<file path="src/rtl/ofmap_packer.sv">
`default_nettype none
// +----------------------------------------------------------------------------+
// | Module  : ofmap_packer                                                       |
// | Purpose : packs 1-8 ofmap pixels per beat into dense 64-bit DRAM words,      |
// |           zero-pads the layer's final word, flags it, then pulses layerDone. |
// |           Optional running XOR checksum when PACK_CHECKSUM_EN is defined.    |
// | Revision: 1.0 - initial release                                              |
// +----------------------------------------------------------------------------+
module ofmap_packer #(
  parameter int PIX_W     = 8,
  parameter int MODE0_PIX = 676,
  parameter int MODE1_PIX = 169
) (
  input  logic        clk,
  input  logic        rst,
  input  logic        clear,
  input  logic [2:0]  mode,
  input  logic        pixValid,
  input  logic [63:0] pixIn,
  input  logic [3:0]  pixCount,
  output logic        pixReady,
  output logic        outValid,
  output logic [63:0] dataOut,
  output logic        outLast,
  input  logic        dramReady,
  output logic [10:0] wordAddr,
  output logic [10:0] totalPix,
  output logic        layerDone,
  output logic [63:0] checksum
);

  localparam logic [1:0] ST_PACK  = 2'd0;
  localparam logic [1:0] ST_FLUSH = 2'd1;
  localparam logic [1:0] ST_DONE  = 2'd2;

  localparam logic [10:0] C_MODE0_PIX = 11'(MODE0_PIX);
  localparam logic [10:0] C_MODE1_PIX = 11'(MODE1_PIX);

  logic [127:0] pbuf_q, pbuf_d;
  logic [7:0]   idx_q, idx_d;
  logic [10:0]  total_q, total_d;
  logic [10:0]  addr_q, addr_d;
  logic [1:0]   state_q, state_d;
  logic         mode_q, mode_d;

  logic [10:0]  layer_pix;
  logic [10:0]  remaining;
  logic [3:0]   cnt_clamped;
  logic [3:0]   eff;
  logic         accept;
  logic         pop;
  logic [63:0]  out_mask;
  logic [63:0]  in_mask;
  logic [127:0] base_buf;
  logic [7:0]   base_idx;

  always_comb begin
    // The first beat of a layer decides its size; afterwards the latched mode rules.
    if (total_q == 11'd0) layer_pix = mode[0] ? C_MODE1_PIX : C_MODE0_PIX;
    else                  layer_pix = mode_q  ? C_MODE1_PIX : C_MODE0_PIX;
    remaining   = layer_pix - total_q;
    cnt_clamped = (pixCount > 4'd8) ? 4'd8 : pixCount;
    eff         = ({7'd0, cnt_clamped} > remaining) ? remaining[3:0] : cnt_clamped;

    pixReady  = (state_q == ST_PACK) && (idx_q <= 8'd64) && (mode < 3'd2);
    accept    = pixValid && pixReady && (pixCount != 4'd0);
    outValid  = ((state_q == ST_PACK)  && (idx_q >= 8'd64)) ||
                ((state_q == ST_FLUSH) && (idx_q != 8'd0));
    outLast   = (state_q == ST_FLUSH) && (idx_q != 8'd0) && (idx_q <= 8'd64);
    layerDone = (state_q == ST_DONE);

    for (int k = 0; k < 8; k++) begin
      out_mask[k*PIX_W +: PIX_W] = (idx_q > 8'(k*PIX_W)) ? '1 : '0;
      in_mask[k*PIX_W +: PIX_W]  = (4'(k) < eff)        ? '1 : '0;
    end
    dataOut = pbuf_q[63:0] & out_mask;
    pop     = outValid && dramReady;

    wordAddr = addr_q;
    totalPix = total_q;
  end

  always_comb begin
    pbuf_d  = pbuf_q;
    idx_d   = idx_q;
    total_d = total_q;
    addr_d  = addr_q;
    state_d = state_q;
    mode_d  = mode_q;

    if (pop) begin
      base_buf = pbuf_q >> 64;
      base_idx = (idx_q >= 8'd64) ? (idx_q - 8'd64) : 8'd0;
      addr_d   = addr_q + 11'd1;
    end else begin
      base_buf = pbuf_q;
      base_idx = idx_q;
    end
    pbuf_d = base_buf;
    idx_d  = base_idx;

    // New pixels append above whatever survives this cycle's pop.
    if (accept) begin
      pbuf_d  = base_buf | ({64'd0, pixIn & in_mask} << base_idx);
      idx_d   = base_idx + {1'b0, eff, 3'b000};
      total_d = total_q + {7'd0, eff};
      if (total_q == 11'd0) mode_d = mode[0];
      if ((total_q + {7'd0, eff}) == layer_pix) state_d = ST_FLUSH;
    end

    case (state_q)
      ST_FLUSH: if (pop && outLast) state_d = ST_DONE;
      ST_DONE: begin
        pbuf_d  = '0;
        idx_d   = '0;
        total_d = '0;
        addr_d  = '0;
        mode_d  = 1'b0;
        state_d = ST_PACK;
      end
      default: ;
    endcase
  end

  always_ff @(posedge clk) begin
    if (!rst || clear) begin
      pbuf_q  <= '0;
      idx_q   <= '0;
      total_q <= '0;
      addr_q  <= '0;
      state_q <= ST_PACK;
      mode_q  <= 1'b0;
    end else begin
      pbuf_q  <= pbuf_d;
      idx_q   <= idx_d;
      total_q <= total_d;
      addr_q  <= addr_d;
      state_q <= state_d;
      mode_q  <= mode_d;
    end
  end

`ifdef PACK_CHECKSUM_EN
  logic [63:0] chk_q, chk_d;

  // Held through the DONE cycle so the consumer can sample it alongside layerDone.
  always_comb begin
    chk_d = chk_q;
    if (state_q == ST_DONE) chk_d = '0;
    else if (pop)           chk_d = chk_q ^ dataOut;
  end

  always_ff @(posedge clk) begin
    if (!rst || clear) chk_q <= '0;
    else               chk_q <= chk_d;
  end

  assign checksum = chk_q;
`else
  assign checksum = 64'd0;
`endif

endmodule
`default_nettype wire

</file>
<file path="config.mk">
export PLATFORM = sky130hd
export DESIGN_NAME = ofmap_packer
export DESIGN_NICKNAME = d
export VERILOG_FILES = /design/src/rtl/ofmap_packer.sv
export SDC_FILE = /design/constraint.sdc
export NUM_CORES = 1
export LEC_CHECK = 0
export ABC_CLOCK_PERIOD_IN_PS = 7100
export CAP_MARGIN = 5
export CELL_PAD_IN_SITES_DETAIL_PLACEMENT = 1
export CELL_PAD_IN_SITES_GLOBAL_PLACEMENT = 1
export CORE_MARGIN = 2
export CORE_UTILIZATION = 41
export CTS_BUF_LIST = sky130_fd_sc_hd__clkbuf_4
export DETAILED_ROUTE_END_ITERATION = 7
export PLACE_DENSITY = 0.79
export SLEW_MARGIN = 25
export SYNTH_ARGS = -nofsm -noshare
export SYNTH_HDL_FRONTEND = slang
export SYNTH_SLANG_ARGS = --single-unit
</file>
<file path="constraint.sdc">
create_clock -name clk -period 7.1 [get_ports clk]
set_input_delay 1.42 -clock clk [delete_from_list [all_inputs] [get_ports clk]]
set_output_delay 1.42 -clock clk [all_outputs]
set_load 0.05 [all_outputs]
</file>
==> results.md, run 1 <==
- Worst hold start: pbuf_q[74]
- Slew headroom: 0.242
- Buffers on Ports: between 150 and 200
- Cells after Synth: between 2,000 and 2,500
- Synth Cell Area: around 16,000 um2
- Synth async-reset ratio: 0
- CTS sink count: 161
- Initial core utilization: 0.415
- Std cell rows: 71
- Drc violations: 0
- Crit share post-route: 0.892
- Layout Utilization: 0.483
- Detailed Route WL: about 83,000 um
- Detailed Place HPWL: roughly 64,000 um
- Pre-antenna DRT Iters: 6
- Reg2Reg Depth: 27
- Met3 wire length: approximately 8500 um
- DR iter-0 viols: 2,067
- Cell Area, Placed: 17,800 um2
- CP Data Required Time: between 7 and 8 ns
- Synth Area per Inst: slightly above 7 um2
- Num CTS Buffers: 17
- Area grow syn2layout: 16.4%
- FF-to-FF setup slack: 0.86 ns
- Maximum clock rate: around 0.16 GHz
- Grt ovf: 0
- RSZ-0062 raised after global routing: false
- Final setup fails: 0
- Clock network latency to the later pin of the worst-skew pair: just under 0.7 ns
- Clock skew: between 0.03 and 0.04 ns
- Fin. Hold Viols: 0
- Sequential area share after synthesis: 0.207
- Hold Path Class: register to register
- CP Class: input port to register
- Arr. time, crit path: between 6 and 7 ns
- # resized after CTS: 0
- Tot GR Track Use: 0.419
- Outcome: finished, final reports clean
- Via count: approximately 19,000
- Synth unique cells: between 100 and 150
- Yosys top cell area share: 0.207
- First-pass GRT wire length: between 100,000 and 150,000 um
- Slew @ Worst Pin: about 1.1 ns
- Vias per cell: 6.67
- Met2 WL: ~37,000 um
- H-tree levels: 4
- Hold Path Sink: pbuf_q[74]
- Wl on met1: around 34,000 um
- Cell Pwr Density: roughly 120 nW/um2
- Root Buffer Master: clkbuf_4
- Post-route minimum period: approximately 6.3 ns
- Worst Slack Setup Final: around 0.77 ns
- Capturing point of the worst reg2reg path: state_q[1]
- Number of global-route vias before repair: 18,500
- Highest routed metal layer: met5
- Die width: about 200 um
- Post-CTS Hold Buffers: 0
- Most frequent cells in the layout: nand2_1, nor2_1, clkdlybuf4s50_1
- Synth area leader: dfxtp_1
- Routed Antenna Nets: 0
- Placer Congestion: between 0.9 and 1
- #FFs+latches synth: roughly 160
- Main synth FF type: dfxtp_1
- Die Ht: 199 um
- Max FO, Critical Path: 4
- Clk pin slew, worst setup/hold paths: 0.14 ns
- WL/cell: roughly 30 um
- Design Area, Final: between 15,000 and 20,000 um2
- Final #Nets: approximately 2,400
- CTS tree: built
- Yosys warnings: 0
- Max-cap violation count: 0
- Antenna violations before repair: 3
- Synth area leaders: dfxtp_1, mux2i_1, nand2_1, nor2_1, a21oi_1
- Core area: 37,500 um2
- Cells on Worst Hold Path: 2
- CP startpoint kind: input port
- Maximum vdd ir drop: 0.0976 mV
- RR Startpoint: totalPix[4]
- Post-CTS Setup Repair Bufs: 0
- CP Capture Type: register
- I/O pin count: between 200 and 250
- Final setup TNS: 0 ns
- Bufs on Longest Clock Path: 2
- Largest net degree at the start of global routing: 66
- Layout cell share with drive strength beyond 1: 0.101
- Hold Slack: about 0.48 ns
- Most common cell after layout, fill and taps aside: nand2_1
- Pre-CTS WS: roughly 0.16 ns
- P_leak: roughly 0.0068 uW
- DIE AREA: between 30,000 and 40,000 um2
- Slew Limit Fails: 0
- Worst Setup SP: mode[0]
- EDFF count, synth: 0
cell type report:
cell class	count	area, um2
Antenna cell	2	5.00
Clock buffer	18	135
Clock inverter	14	170
Fill cell	4732	19400
Inverter	28	105
Multi-Input combinational cell	1809	11300
Sequential cell	161	3220
Tap cell	511	639
Timing Repair Buffer	273	2500
worst max-delay path, stage by stage:
cell	delay (ns)
clkdlybuf4s50_1	0.42
mux2_2	0.31
inv_1	0.11
ha_1	0.25
nor3b_1	0.15
or3_1	0.35
and2_1	0.23
inv_1	0.14
ha_1	0.26
nand4_1	0.07
nand3_1	0.15
or4_1	0.53
nor2_1	0.21
buf_4	0.19
nand2_1	0.05
o21ai_0	0.15
ha_1	0.27
fa_1	0.24
a21o_1	0.14
a21oi_1	0.11
nor2b_1	0.23
a22oi_1	0.14
nor4b_1	0.33
nand4_1	0.21
a32oi_1	0.23
nor2_1	0.05
flip-flops by register name, indices dropped and copies added, names as in the netlist:
register  flops
idx_q         8
mode_q        1
pbuf_q      128
state_q       2
totalPix     11
wordAddr     11
synth_stat cells (39+ instances only):
cell type,number
a31oi_1,54
buf_4,65
nand3_1,77
nor2_1,178
nor3_1,43
dfxtp_1,161
nand2_1,334
a211oi_1,39
o21ai_0,103
a21oi_1,133
and2_1,66
clkbuf_1,126
o22ai_1,47
mux2i_1,139
layer usage:
layer	GRT usage	up-vias
li1	-	8193
met1	0.543	9352
met2	0.661	1041
met3	0.101	205
met4	0.180	2
met5	0	-
through the flow:
stage / std cells / total power, uW
finish: 2816 / 2190
global route: 2815 / 2250
CTS: 2814 / 2170
detailed placement: 2782 / 1550
global placement: 2782 / 1540
floorplan: 2232 / 1320
how the worst max path moves through the flow:
| stage | slack (ns) | cells after the start | to |
|---|---|---|---|
| 6_report | 0.77 | 26 | state_q[1] |
| 5_1_grt | 0.11 | 28 | state_q[1] |
| 4_1_cts | 0.85 | 26 | state_q[1] |
| 3_5_place_dp | 0.16 | 26 | state_q[1] |
| 3_3_place_gp | 0.28 | 27 | state_q[1] |
| 2_1_floorplan | 0.76 | 29 | state_q[1] |
kinds of logic (layout without fill, tap and decap cells):
kind of cell             after synthesis  count (layout)  share of synthesized area
other                                  1              66                   0.000241
adder cells (fa/ha/maj)               25              25                     0.0211
XOR/XNOR                              18              18                     0.0101
AO/OA/AOI/OAI                        656             656                      0.293
buffers and inverters                262             333                     0.0828
multiplexers                         171             171                      0.117
flip-flops                           161             161                      0.207
AND/OR/NAND/NOR                      875             875                      0.268
power by group:
part,total (uW),internal (uW),switching [uW]
clock,634,224,410
sequential,916,910,5.59
combinational,638,186,451
total,2190,1320,867
(Power assumes the default switching activity.)
==> inputs of run 2 (changes only) <==
- ABC_CLOCK_PERIOD_IN_PS: 7100 -> 7000
- TNS_END_PERCENT: not set -> 30
- clock period: 7.1 -> 7 ns (I/O delays scaled with it)
==> run 2 against run 1 <==
Compared with the run above:
- worst hold slack worse by 0.0097 ns
- non-clock buffer count increased by 18
- critical path depth is 1 higher
- clock-buffer cell count decreased by 1
- flip-flop and latch count did not move
- cell count up 0.60%
- global-route usage fell by 0.38 points
==> results.md, run 2 (synthesized netlist as in run 1, its figures left out) <==
- Outcome: finished, final reports clean
- P_leak: between 0.006 and 0.007 uW
- Maximum clock rate: 0.158 GHz
- Slew headroom: 0.268
- Most common cell after layout, fill and taps aside: nand2_1
- Core area: 37,500 um2
- Final setup TNS: 0 ns
- Grt ovf: 0
- Crit share post-route: 0.906
- Max reg flops: approximately 130
- Clock network latency to the later pin of the worst-skew pair: between 0.6 and 0.7 ns
- Slowest cell on the critical path: or4_1
- Number of global-route vias before repair: 18,600
- Slew @ Worst Pin: about 1.1 ns
- Cell Pwr Density: approximately 120 nW/um2
- Final Total Pwr: between 2000 and 2500 uW
- Hold Slack: 0.467 ns
- RSZ-0062 raised after global routing: false
- CTS tree: built
- Via count: ~19,000
- Antenna violations before repair: 4
- DIE AREA: 39,500 um2
- Fillers: 4,760
- WL/cell: 29.3 um
- Vias per cell: 6.66
- Final setup fails: 0
- Post-CTS Setup Repair Bufs: 0
- Top reg by flops: pbuf_q
- Crit-path max cell delay: around 0.55 ns
- Slew Limit Fails: 0
- Clock skew: ~0.022 ns
- Initial core utilization: 0.415
- CP Class: input port to register
- H-tree levels: 4
- DR iter-0 viols: roughly 2,100
- Routed Antenna Nets: 0
- Detailed Place HPWL: ~64,000 um
- Std cell rows: ~70
- CP Data Required Time: ~7.6 ns
- Worst Slack Setup Final: between 0.6 and 0.7 ns
- Area grow syn2layout: 17.3%
- Die Ht: around 200 um
- CP Capture Type: register
- Fin. Hold Viols: 0
- Tot GR Track Use: 0.415
- Num CTS Buffers: 17
- Bufs on Longest Clock Path: 2
- Detailed Route WL: about 83,000 um
- Die width: 199 um
- Final #Nets: around 2,400
- Largest net degree at the start of global routing: 70
- Maximum vdd ir drop: 0.107 mV
- Arr. time, crit path: roughly 6.9 ns
- Max-cap violation count: 0
- Pre-CTS WS: 0.0210 ns
- Max FO, Critical Path: 4
- Most frequent cells in the layout: nand2_1, nor2_1, clkdlybuf4s50_1
- Post-CTS Hold Buffers: 0
- Drc violations: 0
- Placer Congestion: about 1.0
- CP startpoint kind: input port
- Post-route minimum period: between 6 and 7 ns
- Pre-antenna DRT Iters: 7
- Clk pin slew, worst setup/hold paths: 0.18 ns
- Buffers on Ports: 165
- Design Area, Final: 18,200 um2
- Hold Path Class: register to register
- CTS sink count: approximately 160
- # resized after CTS: 0
- Root Buffer Master: clkbuf_4
- Layout cell share with drive strength beyond 1: 0.108
- Cell Area, Placed: approximately 18,000 um2
- First-pass GRT wire length: roughly 120,000 um
- I/O pin count: 230
-- run 2: metal layers --
metal,routed length [um],up-vias,global-route usage
li1,-,8221,-
met5,13,-,0
met1,33400,9327,0.536
met4,3960,2,0.176
met2,36900,1090,0.659
met3,8620,226,0.100
-- run 2: worst max-delay path, delay by kind of cell --
kind / cells / cell delay, ns
compound gates: 8 / 1.19
buf+inv: 4 / 0.84
mux: 1 / 0.32
simple gates: 10 / 2.14
fa+ha+maj: 4 / 1.03
-- run 2: final cells by class --
cell class	instances	area, um2	area share
Multi-Input combinational cell	1809	11300	0.621
Clock buffer	17	128	0.00700
Timing Repair Buffer	291	2610	0.143
Tap cell	511	639	0.0351
Sequential cell	161	3220	0.177
Clock inverter	15	208	0.0114
Antenna cell	1	2.50	0.000137
Inverter	28	105	0.00576
-- run 2: stage by stage --
| step | util | instances |
|---|---|---|
| floorplan | - | 2232 |
| global placement | 0.477 | 2800 |
| detailed placement | 0.477 | 2800 |
| CTS | 0.486 | 2832 |
| global route | 0.486 | 2833 |
| finish | 0.486 | 2833 |
-- run 2: power breakdown --
part           internal, uW  switching (uW)
clock                   236             447
combinational           192             458
sequential              924            5.47
total                  1350             910
-- run 2: final timing paths --
| kind | start | to | slack (ns) | cells after the start |
|---|---|---|---|---|
| max | mode[0] | state_q[1] | 0.66 | 27 |
| min | pbuf_q[74] | pbuf_q[74] | 0.47 | 2 |
| max reg2reg | totalPix[4] | state_q[1] | 0.68 | 28 |
| min reg2reg | pbuf_q[74] | pbuf_q[74] | 0.47 | 2 |
